**src/rtl/load_store_unit_if.sv**
```systemverilog
// Request/response channel between execute and the LSU, and the LSU's data-side memory port.
interface load_store_unit_if;
  logic        req_valid;
  logic        req_ready;
  logic        req_write;
  logic [1:0]  req_size;
  logic        req_signed;
  logic [31:0] req_addr;
  logic [31:0] req_wdata;
  logic        resp_valid;
  logic [31:0] resp_rdata;
  logic        resp_fault;

  modport master (
    output req_valid, req_write, req_size, req_signed, req_addr, req_wdata,
    input  req_ready, resp_valid, resp_rdata, resp_fault
  );
  modport slave (
    input  req_valid, req_write, req_size, req_signed, req_addr, req_wdata,
    output req_ready, resp_valid, resp_rdata, resp_fault
  );
endinterface

interface load_store_unit_mem_if;
  logic [31:0] data_memory_a;
  logic        data_memory_read;
  logic        data_memory_write;
  logic [31:0] data_memory_out_v;
  logic [31:0] data_memory_in_v;

  modport master (
    output data_memory_a, data_memory_read, data_memory_write, data_memory_out_v,
    input  data_memory_in_v
  );
  modport slave (
    input  data_memory_a, data_memory_read, data_memory_write, data_memory_out_v,
    output data_memory_in_v
  );
endinterface

```
**src/rtl/load_store_unit.sv**
```systemverilog
// Memory-access stage: byte/half/word loads and stores on a big-endian word memory, RMW for sub-word stores.
// Latency (READ_LATENCY=1): fault 1, load 2, word store 2, sub-word store 4; one request in flight, no response backpressure.
module load_store_unit #(
  parameter int MEM_BYTES    = 65536,
  parameter int READ_LATENCY = 1
) (
  input logic                  Clk,
  input logic                  Reset_n,
  load_store_unit_if.slave     req,
  load_store_unit_mem_if.master mem
);

  typedef enum logic [2:0] {IDLE, RD, MERGE, WR, RESP} state_t;

  localparam logic [1:0]  RD_LAST   = 2'(READ_LATENCY - 1);
  localparam logic [32:0] MEM_LIMIT = 33'(MEM_BYTES);

  state_t      state;
  logic        r_write;
  logic [1:0]  r_size;
  logic        r_signed;
  logic [1:0]  r_off;
  logic [31:0] r_wdata;
  logic [31:0] rd_word;
  logic [1:0]  rd_cnt;

  logic [31:0] mem_a;
  logic [31:0] mem_out;
  logic        mem_rd;
  logic        mem_wr;
  logic        resp_vld;
  logic        resp_flt;
  logic [31:0] resp_dat;

  logic [32:0] size_bytes;
  logic        req_fault;

  // Byte offset 0 is the most significant lane; ~off selects the lane index from the LSB end.
  function automatic logic [31:0] extract(input logic [31:0] w, input logic [1:0] size,
                                          input logic [1:0] off, input logic sgn);
    logic [7:0]  b;
    logic [15:0] h;
    logic [31:0] r;
    b = w[{~off, 3'b000} +: 8];
    h = off[1] ? w[15:0] : w[31:16];
    case (size)
      2'b00:   r = {{24{sgn & b[7]}}, b};
      2'b01:   r = {{16{sgn & h[15]}}, h};
      default: r = w;
    endcase
    return r;
  endfunction

  function automatic logic [31:0] merge(input logic [31:0] w, input logic [1:0] size,
                                        input logic [1:0] off, input logic [31:0] d);
    logic [31:0] r;
    r = w;
    if (size == 2'b00)
      r[{~off, 3'b000} +: 8] = d[7:0];
    else if (off[1])
      r[15:0] = d[15:0];
    else
      r[31:16] = d[15:0];
    return r;
  endfunction

  always_comb begin
    case (req.req_size)
      2'b01:   size_bytes = 33'd2;
      2'b10:   size_bytes = 33'd4;
      default: size_bytes = 33'd1;
    endcase
    req_fault = (req.req_size == 2'b11)
             || (req.req_size == 2'b01 && req.req_addr[0])
             || (req.req_size == 2'b10 && req.req_addr[1:0] != 2'b00)
             || ({1'b0, req.req_addr} + size_bytes > MEM_LIMIT);
  end

  always_ff @(posedge Clk or negedge Reset_n) begin
    if (!Reset_n) begin
      state    <= IDLE;
      r_write  <= 1'b0;
      r_size   <= 2'b00;
      r_signed <= 1'b0;
      r_off    <= 2'b00;
      r_wdata  <= '0;
      rd_word  <= '0;
      rd_cnt   <= 2'b00;
      mem_a    <= '0;
      mem_out  <= '0;
      mem_rd   <= 1'b0;
      mem_wr   <= 1'b0;
      resp_vld <= 1'b0;
      resp_flt <= 1'b0;
      resp_dat <= '0;
    end else begin
      case (state)
        IDLE: begin
          if (req.req_valid) begin
            r_write  <= req.req_write;
            r_size   <= req.req_size;
            r_signed <= req.req_signed;
            r_off    <= req.req_addr[1:0];
            r_wdata  <= req.req_wdata;
            rd_cnt   <= 2'b00;
            if (req_fault) begin
              state    <= RESP;
              resp_vld <= 1'b1;
              resp_flt <= 1'b1;
              resp_dat <= '0;
            end else begin
              mem_a <= {req.req_addr[31:2], 2'b00};
              if (req.req_write && req.req_size == 2'b10) begin
                state   <= WR;
                mem_wr  <= 1'b1;
                mem_out <= req.req_wdata;
              end else begin
                state  <= RD;
                mem_rd <= 1'b1;
              end
            end
          end
        end
        RD: begin
          if (rd_cnt == RD_LAST) begin
            mem_rd  <= 1'b0;
            rd_word <= mem.data_memory_in_v;
            if (r_write) begin
              state <= MERGE;
            end else begin
              state    <= RESP;
              resp_vld <= 1'b1;
              resp_flt <= 1'b0;
              resp_dat <= extract(mem.data_memory_in_v, r_size, r_off, r_signed);
            end
          end else begin
            rd_cnt <= rd_cnt + 2'd1;
          end
        end
        MERGE: begin
          mem_out <= merge(rd_word, r_size, r_off, r_wdata);
          mem_wr  <= 1'b1;
          state   <= WR;
        end
        WR: begin
          mem_wr   <= 1'b0;
          state    <= RESP;
          resp_vld <= 1'b1;
          resp_flt <= 1'b0;
          resp_dat <= '0;
        end
        RESP: begin
          state    <= IDLE;
          resp_vld <= 1'b0;
          resp_flt <= 1'b0;
          resp_dat <= '0;
        end
        default: state <= IDLE;
      endcase
    end
  end

  assign req.req_ready          = (state == IDLE) && Reset_n;
  assign req.resp_valid         = resp_vld;
  assign req.resp_rdata         = resp_dat;
  assign req.resp_fault         = resp_flt;
  assign mem.data_memory_a      = mem_a;
  assign mem.data_memory_read   = mem_rd;
  assign mem.data_memory_write  = mem_wr;
  assign mem.data_memory_out_v  = mem_out;

endmodule

```
**src/flat_wrapper.sv**
```systemverilog
// flat-port wrapper written by rule: the top's interface ports become plain ports
module load_store_unit_flat 
#(
  parameter int MEM_BYTES    = 65536,
  parameter int READ_LATENCY = 1
)
  (Clk, Reset_n, req_req_valid, req_req_write, req_req_size, req_req_signed, req_req_addr, req_req_wdata, req_req_ready, req_resp_valid, req_resp_rdata, req_resp_fault, mem_data_memory_a, mem_data_memory_read, mem_data_memory_write, mem_data_memory_out_v, mem_data_memory_in_v);
  load_store_unit_if req_i ();
  load_store_unit_mem_if mem_i ();
  input logic Clk;
  input logic Reset_n;
  input wire logic [$bits(req_i.req_valid)-1:0] req_req_valid;
  input wire logic [$bits(req_i.req_write)-1:0] req_req_write;
  input wire logic [$bits(req_i.req_size)-1:0] req_req_size;
  input wire logic [$bits(req_i.req_signed)-1:0] req_req_signed;
  input wire logic [$bits(req_i.req_addr)-1:0] req_req_addr;
  input wire logic [$bits(req_i.req_wdata)-1:0] req_req_wdata;
  output wire logic [$bits(req_i.req_ready)-1:0] req_req_ready;
  output wire logic [$bits(req_i.resp_valid)-1:0] req_resp_valid;
  output wire logic [$bits(req_i.resp_rdata)-1:0] req_resp_rdata;
  output wire logic [$bits(req_i.resp_fault)-1:0] req_resp_fault;
  output wire logic [$bits(mem_i.data_memory_a)-1:0] mem_data_memory_a;
  output wire logic [$bits(mem_i.data_memory_read)-1:0] mem_data_memory_read;
  output wire logic [$bits(mem_i.data_memory_write)-1:0] mem_data_memory_write;
  output wire logic [$bits(mem_i.data_memory_out_v)-1:0] mem_data_memory_out_v;
  input wire logic [$bits(mem_i.data_memory_in_v)-1:0] mem_data_memory_in_v;
  assign req_i.req_valid = req_req_valid;
  assign req_i.req_write = req_req_write;
  assign req_i.req_size = req_req_size;
  assign req_i.req_signed = req_req_signed;
  assign req_i.req_addr = req_req_addr;
  assign req_i.req_wdata = req_req_wdata;
  assign req_req_ready = req_i.req_ready;
  assign req_resp_valid = req_i.resp_valid;
  assign req_resp_rdata = req_i.resp_rdata;
  assign req_resp_fault = req_i.resp_fault;
  assign mem_data_memory_a = mem_i.data_memory_a;
  assign mem_data_memory_read = mem_i.data_memory_read;
  assign mem_data_memory_write = mem_i.data_memory_write;
  assign mem_data_memory_out_v = mem_i.data_memory_out_v;
  assign mem_i.data_memory_in_v = mem_data_memory_in_v;
  load_store_unit #(.MEM_BYTES(MEM_BYTES), .READ_LATENCY(READ_LATENCY)) u_core (.Clk(Clk), .Reset_n(Reset_n), .req(req_i), .mem(mem_i));
endmodule
```
**config.mk**
```make
export PLATFORM = sky130hd
export DESIGN_NAME = load_store_unit_flat
export DESIGN_NICKNAME = d
export VERILOG_FILES = /design/src/rtl/load_store_unit_if.sv /design/src/rtl/load_store_unit.sv /design/src/flat_wrapper.sv
export SDC_FILE = /design/constraint.sdc
export NUM_CORES = 1
export LEC_CHECK = 0
export CORE_MARGIN = 2
export CORE_UTILIZATION = 54
export CTS_CLUSTER_SIZE = 12
export DETAILED_ROUTE_END_ITERATION = 8
export PLACE_DENSITY_LB_ADDON = 0.1
export SYNTH_ARGS = -nofsm -noshare
export SYNTH_HDL_FRONTEND = slang
export SYNTH_SLANG_ARGS = --single-unit
```
**constraint.sdc**
```tcl
create_clock -name Clk -period 4.6 [get_ports Clk]
set_clock_uncertainty 0.1 [all_clocks]
set_input_delay 0.92 -clock Clk [delete_from_list [all_inputs] [get_ports Clk]]
set_output_delay 0.92 -clock Clk [all_outputs]
set_load 0.05 [all_outputs]
```
==> key figures <==
Flow run
  • Max-cap violations: 0

CTS
  • Clk sinks: 157
  • CTS tree: built
  • H-tree Lvls: 4
  • Setup Fix Bufs, Post-CTS: 0
  • Clock transition at path regs: 0.07 ns
  • Root Driver: clkbuf_16
  • Max clock buf depth: 2
  • Hold Buf Count CTS: 0
  • CTS Buf Count: 17
  • Worst skew pair latency: 0.42 ns
  • Post-CTS resize count: 0

Yosys
  • Sequential share of the synthesized area: 0.4606
  • Cell taking the most area after synthesis: dfrtp_1
  • Yosys reg bits: 157
  • Synth Area in Adders: 0.02142
  • Top FF cell, synth: dfrtp_1
  • Share of the synthesized area in the top cell type: 0.4606
  • Post-Syn Instances: 824
  • Yosys warning count: 0
  • Top post-synthesis cells by area: dfrtp_1 (46%), mux2_2 (8.6%), mux2_4 (3.7%)
  • Compound-gate portion of the synthesized area: 0.1972
  • Mux contribution to synthesized area: 0.1354
  • Post-synth EDFFs: 0
  • Post-Synth Simple-Gate Area: 0.1294
  • Fraction of registers with async set/reset: 1.000
  • Post-Syn Area: 8529 sq um
  • Syn Area/Cell: 10.35 sq um
  • Combinational family with the most area after synthesis: compound AO/OA/AOI/OAI gates
  • Post-Synth XOR/XNOR Area: 0.003081
  • Post-synthesis cell type count: 71

Pwr
  • Final Power: 4.277 mW
  • Peak VDD IR: 0.2837 mV
  • Pleak: 4.883 nW
  • Pwr Density: 371.2 nW/um^2

Worst setup path
  • Critical Path AT: 4.46 ns
  • Slowest cell on the critical path: clkdlybuf4s50_1
  • CP Buf/Inv Count: 3
  • Crit-path leading delay family: simple AND/OR/NAND/NOR gates
  • Crit path max fanout: 16
  • Critical path startpoint category: primary input
  • Critical path, cell by cell: clkdlybuf4s50_1 -> inv_1 -> ha_1 -> ha_1 -> fa_1 -> a21o_1 -> nand2_1 -> mux2i_1 -> and3_1 -> nor4_1 -> a311o_1 -> and3_1 -> buf_12 -> mux2_2
  • Worst Setup Path Type: in -> reg
  • Worst setup EP type: flip-flop
  • Largest stage delay, worst path: 0.47 ns
  • Worst endpoint required time: 4.81 ns

Timing
  • Final hold violations: 0
  • Tcrit/Tclk final: 0.9252
  • Setup TNS: 0 ns
  • Min cycle time layout: 4.256 ns
  • Slew HR: 0.2357
  • Final setup vio count: 0
  • Max Freq: 235.0 MHz
  • RSZ-0062 raised after global routing: false
  • Final slew viol count: 0
  • Worst Max-Slew Pin Slew: 1.147 ns

Global routing
  • Global-route wire length before repair: 40,810 microns
  • Grt ovf: 0
  • Initial antenna violation count: 0
  • Vias in the first global route: 7,359
  • Largest net degree at the start of global routing: 63
  • All-Layer GR Usage: 0.3145

Layout
  • Share of cells above drive strength 1: 0.1647
  • # diodes: 0
  • P&R area growth vs syn: 35.07%
  • Nets: 1,142

Route
  • Drt drc: 0
  • Via count: 7,884
  • Via density: 6.312
  • Wirelength, routed: 25,880 microns
  • Pre-antenna DRT Iters: 8
  • Final ANT Viol Nets: 0
  • DR WL/cell: 20.72 microns
  • First DRT Iteration DRCs: 1,028

Floorplanning
  • Die width: 129.7 microns
  • Rows: 45
  • Die ar.: 16,820 sq um
  • Core Area: 15,310 sq um
  • Initial core utilization: 0.5569
  • I/O pin count: 204
  • Die Y: 129.7 microns

Placement
  • Buffers added on ports: 201
  • DP Wirelength: 18,550 microns
  • Final GP Congestion: 0.9265

Status
  • Status: completed

Hold path
  • Type of the tightest min-delay check: in -> async
## Yosys cell counts (9+ instances only)
master    instances
o21ai_0          21
nand2_1          48
a21oi_1          57
nor2_1           35
a221oi_1         20
nand3_1          15
nand4_1          41
o31ai_1          34
mux2_2           65
clkbuf_1         41
mux2_4           21
nor3_1           10
dfrtp_1         157
inv_1            43
a221o_1          16
ha_1             13
o22ai_1           9
nor2b_1          17
a31oi_1          46
## layout make-up
type / instances / area, sq um
well taps: 211 / 264.0
inverters: 43 / 161.4
flip-flops and latches: 157 / 3929
repair buffers: 241 / 2389
fillers: 1107 / 3794
multi-input cells: 565 / 4182
clock buffers: 19 / 442.9
clock inverters: 13 / 153.9
## metrics by stage
step	setup WS (ns)	area (sq um)	std cells	util	hold WS, ns
after floorplan	0.5571	8533	825	-	0.3729
after global placement	0.02536	10920	1217	0.7133	0.3677
after detailed placement	-0.03838	10920	1217	0.7133	0.3844
after CTS	0.3431	11520	1249	0.7523	0.3311
after global routing	0.1674	11520	1249	0.7523	0.3493
final	0.3443	11520	1249	0.7523	0.3197
## cells by family after synthesis
logic type,Yosys count
compound gates,245
simple gates,206
flops,157
buf+inv,103
mux,95
fa+ha+maj,14
xor+xnor,3
other cells,1
## worst register-to-register path, stage by stage, from the launching register on
cell and delay (ns):
dfrtp_1 1.10, inv_1 0.32, ha_1 0.43, nor3b_1 0.76, a21oi_1 0.25, a31oi_1 0.20
## placed cells by master, fill, tap and decap left out, types with 9 or more instances in the layout
cell type / n
ha_1: 13
nand2_1: 48
nor2_1: 35
o31ai_1: 34
nor2b_1: 17
o22ai_1: 9
clkdlybuf4s50_1: 200
nor3_1: 10
a31oi_1: 46
nand3_1: 15
a221o_1: 16
nand4_1: 41
inv_1: 43
buf_4: 34
o21ai_0: 21
mux2_2: 65
clkbuf_16: 17
mux2_4: 21
a21oi_1: 57
a221oi_1: 20
dfrtp_1: 157
## layer usage
metal,part of all wire,vias up,GRT usage
met1,0.44,3843,0.4727
met4,0.018,0,0.06831
met5,0,-,0
met2,0.45,455,0.4623
li1,-,3542,-
met3,0.10,44,0.08051
## worst paths after layout
check                                                         startpoint                                           end  slack, ns  cells after the start
min in group Clk                u_core.mem.data_memory_a[13]$_DFFE_PN0P_      u_core.mem.data_memory_a[13]$_DFFE_PN0P_       0.40                      1
max in group asynchronous                                        Reset_n       u_core.mem.data_memory_a[8]$_DFFE_PN0P_       2.32                      3
worst min-delay path                                             Reset_n   u_core.mem.data_memory_out_v[0]$_DFFE_PN0P_       0.32                      1
worst max-delay path                                     req_req_size[0]       u_core.mem.data_memory_a[3]$_DFFE_PN0P_       0.34                     14
worst max register to register               u_core.r_off[1]$_DFFE_PN0P_  u_core.mem.data_memory_out_v[25]$_DFFE_PN0P_       1.37                      5
worst min register to register  u_core.mem.data_memory_a[13]$_DFFE_PN0P_      u_core.mem.data_memory_a[13]$_DFFE_PN0P_       0.40                      1
## state kept, by name (all words and copies together), names as in the netlist
| name | flops |
|---|---|
| u_core.r_size | 2 |
| u_core.r_write | 1 |
| u_core.rd_cnt | 2 |
| u_core.req.resp_rdata | 32 |
| u_core.mem.data_memory_a | 30 |
| u_core.state | 3 |
| u_core.req.resp_fault | 1 |
| u_core.mem.data_memory_read | 1 |
| u_core.r_signed | 1 |
| u_core.mem.data_memory_out_v | 32 |
| u_core.mem.data_memory_write | 1 |
| u_core.r_off | 2 |
| u_core.r_wdata | 16 |
| u_core.rd_word | 32 |
| u_core.req.resp_valid | 1 |
## report_power, final
part / internal, mW / switching, mW / total, mW / leakage (nW)
logic: 0.432 / 0.714 / 1.15 / 2.62
registers: 1.49 / 0.216 / 1.71 / 1.97
clock network: 0.828 / 0.596 / 1.42 / 0.291
Power figures use the tool's default switching activity.
